## config.mk

```make
export PLATFORM = sky130hd
export DESIGN_NAME = mod_counter
export DESIGN_NICKNAME = d
export VERILOG_FILES = /design/src/rtl/mod_counter.sv
export SDC_FILE = /design/constraint.sdc
export NUM_CORES = 1
export LEC_CHECK = 0
export CAP_MARGIN = 15
export CORE_MARGIN = 10
export CORE_UTILIZATION = 39
export DETAILED_ROUTE_END_ITERATION = 7
export SYNTH_ARGS = -nofsm -noshare
export SYNTH_HDL_FRONTEND = slang
export SYNTH_SLANG_ARGS = --single-unit
export TNS_END_PERCENT = 5
```

## constraint.sdc

```tcl
create_clock -name clk -period 7.6 [get_ports clk]
set_input_delay 1.52 -clock clk [delete_from_list [all_inputs] [get_ports clk]]
set_output_delay 1.52 -clock clk [all_outputs]
set_load 0.005 [all_outputs]
```

## src/rtl/mod_counter.sv

```systemverilog
// Programmable up/down counter with run-time limit, wrap/one-shot mode,
// enable-gated prescaler, synchronous load and terminal-event outputs.
module mod_counter #(
  parameter int WIDTH      = 32,
  parameter int PRESCALE_W = 8
) (
  input  logic                  clk,
  input  logic                  rst,
  input  logic                  en,
  input  logic                  load,
  input  logic [WIDTH-1:0]      load_val,
  input  logic                  dir,
  input  logic                  mode,
  input  logic [WIDTH-1:0]      max_val,
  input  logic [PRESCALE_W-1:0] prescale,
  output logic [WIDTH-1:0]      q,
  output logic                  wrap,
  output logic                  done
);

  logic [PRESCALE_W-1:0] ps;
  logic                  tick;
  logic                  at_term;
  logic [WIDTH-1:0]      q_step;
  logic [WIDTH-1:0]      q_reload;

  // >= rather than == so lowering prescale below ps forces an immediate tick
  assign tick    = en && (ps >= prescale);
  // Up terminal uses >= so a value loaded above the limit still wraps
  assign at_term = dir ? (q >= max_val) : (q == '0);

  always_comb begin
    q_step   = q;
    q_reload = q;
    if (dir) begin
      q_step   = q + 1'b1;
      q_reload = '0;
    end else begin
      q_step   = q - 1'b1;
      q_reload = max_val;
    end
  end

  always_ff @(posedge clk or negedge rst) begin
    if (!rst) begin
      q    <= '0;
      ps   <= '0;
      wrap <= 1'b0;
      done <= 1'b0;
    end else if (load) begin
      q    <= load_val;
      ps   <= '0;
      wrap <= 1'b0;
      done <= 1'b0;
    end else begin
      wrap <= 1'b0;
      if (tick) begin
        ps <= '0;
        if (!done) begin
          if (!at_term) begin
            q <= q_step;
          end else begin
            wrap <= 1'b1;
            if (mode) begin
              done <= 1'b1;
            end else begin
              q <= q_reload;
            end
          end
        end
      end else if (en) begin
        ps <= ps + 1'b1;
      end
    end
  end

endmodule

```

==> run metrics <==
synth top area cells dfrtp_1 20%, ha_1 17%, a21oi_1 4.8%, o31ai_2 4.7%, nand2_1 3.9%; max-slew violation count 0; DR vias/cell ~6; Die Ht 136.9 um; setup repair bufs after CTS 0; min-delay worst type reg -> reg; clk_skew 5.843 ps; fill count approximately 1300; Die Wd 136.9 um; Leak 2.933 nW; total wire length 18820 um; Worst-Skew Late Latency around 300 ps; Synth top cells by count 71 x ha_1, 56 x nand2_1, 54 x nor2_1, 51 x a21oi_1, 47 x inv_1; Finished Cell Area 0.006728 sq mm; CTS resizes 0; Gate Count Post-Synth 658; setup TNS 0 ps; RSZ-0062 raised after global routing false; vias in the first global route 5274; Main synth FF type dfrtp_1; initial antenna violation count 0; Synth warnings 0; Max-cap violations 0; Critical Path Sink Type flop; CP Launch Type primary input; largest net degree at the start of global routing 43; Final ANT Viol Nets 0; post-synthesis cell type count 75; Final setup viols 0; clock tree buffer depth 2; Fin. Hold Viols 0; Post-synth ARST share 100.0%; cts bufs inserted 5; NumNets Final around 900; vias post-DR approximately 5500; port bufs 111; Synth Area per Inst about 8.1 sq um; CTS tree built; ANT cells 0; fmax 198.0 MHz; Tcrit/Tclk final between 60% and 70%; all-layer global routing usage about a fifth; critical path arrival 5290 ps; CP Class in -> reg; Slew @ Worst Pin 1040 ps; Netlist Area Pre-Place 0.005325 sq mm; grt total ovfl 0; drt initial violations 341; first-pass GRT wire length 29450 um; Seq cells post-synth 42; core area 0.01330 sq mm; GPL Wtd Cong 0.8962; Synth area leader dfrtp_1; WL/cell 20.21 um; run status finished clean; DRC Markers 0; PD cells between 150 and 200 mW/mm^2; die area 0.01873 sq mm; area grow syn2layout 26.34%; worst-path maximum fanout 36; top-area cell type share of the netlist area around 20%; share of layout cells above drive strength 1 7.417%; EDFF count, synth 0; Num Clock Sinks 42; syn nets 808; H-tree depth 2; worst vdd ir ~99 uV; Relative slew margins 30.27%; io pins 112; clock slew at reported path FFs 70 ps; Initial Util 40.05%; Pre-Repair DR Iteration Count 6; placed cell area 0.006558 sq mm; sequential share of the synthesized area 19.74%; # rows 42; most common cell in the netlist ha_1; CP required 7840 ps; CTS Root Cell clkbuf_16; hold buffers post-CTS 0; final critical-path required period 5050 ps; HPWL Detailed 14230 um
## through the flow
step | power (mW) | worst slack [ps] | hold WS (ps) | std cells | utilization, %
after detailed placement | 1.095 | 2367 | 538.8 | 922 | 49.32
final | 1.338 | 2550 | 547.9 | 931 | 50.60
after global placement | 1.085 | 2346 | 531.6 | 922 | 49.32
after CTS | 1.339 | 2626 | 548.7 | 930 | 50.45
after global routing | 1.444 | 2397 | 580.5 | 931 | 50.60
after floorplan | 0.8226 | 3191 | 511.7 | 658 | -
## path summary, 6_finish.rpt
check / startpoint / end / slack, ps / cells past startpoint
hold / removal: ps[7] / ps[7] / 550 / 2
max in group asynchronous: rst / q[5] / 5990 / 2
min in group asynchronous: rst / q[29] / 1110 / 1
setup reg to reg: q[17] / q[12] / 4090 / 10
setup / recovery: dir / q[28] / 2550 / 12
hold reg to reg: ps[7] / ps[7] / 550 / 2
## cell type report
class                      instances  area [sq um]  share of cell area, %
tap                              176         220.2                  3.273
sequential                        42          1051                  15.62
clock buffer                       5         125.1                  1.860
clock inverter                     3         25.02                 0.3720
multi-input combinational        541          3966                  58.95
timing repair buffer             117          1164                  17.30
inverter                          47         176.4                  2.622
## critical path, cell delays in order
cell and delay, ps:
clkdlybuf4s50_1 630, inv_1 70, buf_4 290, fa_1 510
a21o_1 200, a221oi_2 410, o21ai_1 320, a22o_1 290
a211oi_1 470, mux2i_1 310, mux2i_1 100, a21oi_1 150
## logic make-up (layout without fill, tap and decap cells)
group / after synthesis / after routing / synth area share, %
AOI/OAI and AO/OA: 232 / 232 / 33.01
xor gates and xnor gates: 24 / 24 / 3.947
adders and majority gates: 72 / 72 / 17.06
buffers and inverters: 75 / 172 / 5.874
DFF: 42 / 42 / 19.74
muxes: 7 / 7 / 1.339
and+or+nand+nor: 206 / 206 / 19.03
## placed cells by master (no fill, tap or decap), types with 8 or more instances in the layout
| cell | synthesis | final |
|---|---|---|
| inv_1 | 47 | 47 |
| ha_1 | 71 | 71 |
| dfrtp_1 | 42 | 42 |
| nor2_1 | 54 | 54 |
| a31oi_1 | 14 | 14 |
| o22ai_1 | 10 | 10 |
| a221oi_1 | 20 | 20 |
| clkdlybuf4s50_1 | 0 | 110 |
| xnor2_1 | 11 | 11 |
| nor3_1 | 16 | 15 |
| xor2_1 | 13 | 13 |
| o21ai_1 | 8 | 8 |
| o21ai_0 | 28 | 28 |
| nor4_1 | 11 | 11 |
| o31ai_2 | 20 | 20 |
| a21o_1 | 18 | 18 |
| nand2b_1 | 8 | 8 |
| nand3_1 | 12 | 12 |
| a211oi_1 | 12 | 12 |
| nand4_1 | 10 | 10 |
| nand2_1 | 56 | 56 |
| and3_1 | 11 | 11 |
| a21oi_1 | 51 | 51 |
## metal layers
| metal | vias to the layer above | GRT usage, % | wire [um] | part of all wire [%] |
|---|---|---|---|---|
| li1 | 2688 | - | - | - |
| met1 | 2617 | 26.42 | 8879 | 47 |
| met2 | 171 | 31.73 | 8494 | 45 |
| met3 | 8 | 4.472 | 1314 | 7.0 |
| met4 | 0 | 2.693 | 130 | 0.69 |
| met5 | - | 0 | 0 | 0 |
## flip-flops by register name (all words and copies together), names as in the netlist
signal and count:
done 1, wrap 1, q 32, ps 8
## power by group
| part | total, mW | leakage, nW | internal, mW | switching, mW |
|---|---|---|---|---|
| clock | 0.238 | 0.0704 | 0.124 | 0.114 |
| combinational | 0.780 | 2.34 | 0.363 | 0.417 |
| sequential | 0.321 | 0.521 | 0.257 | 0.0635 |
| total | 1.34 | 2.93 | 0.744 | 0.594 |
Note: power is estimated with default switching activity, not from simulation.
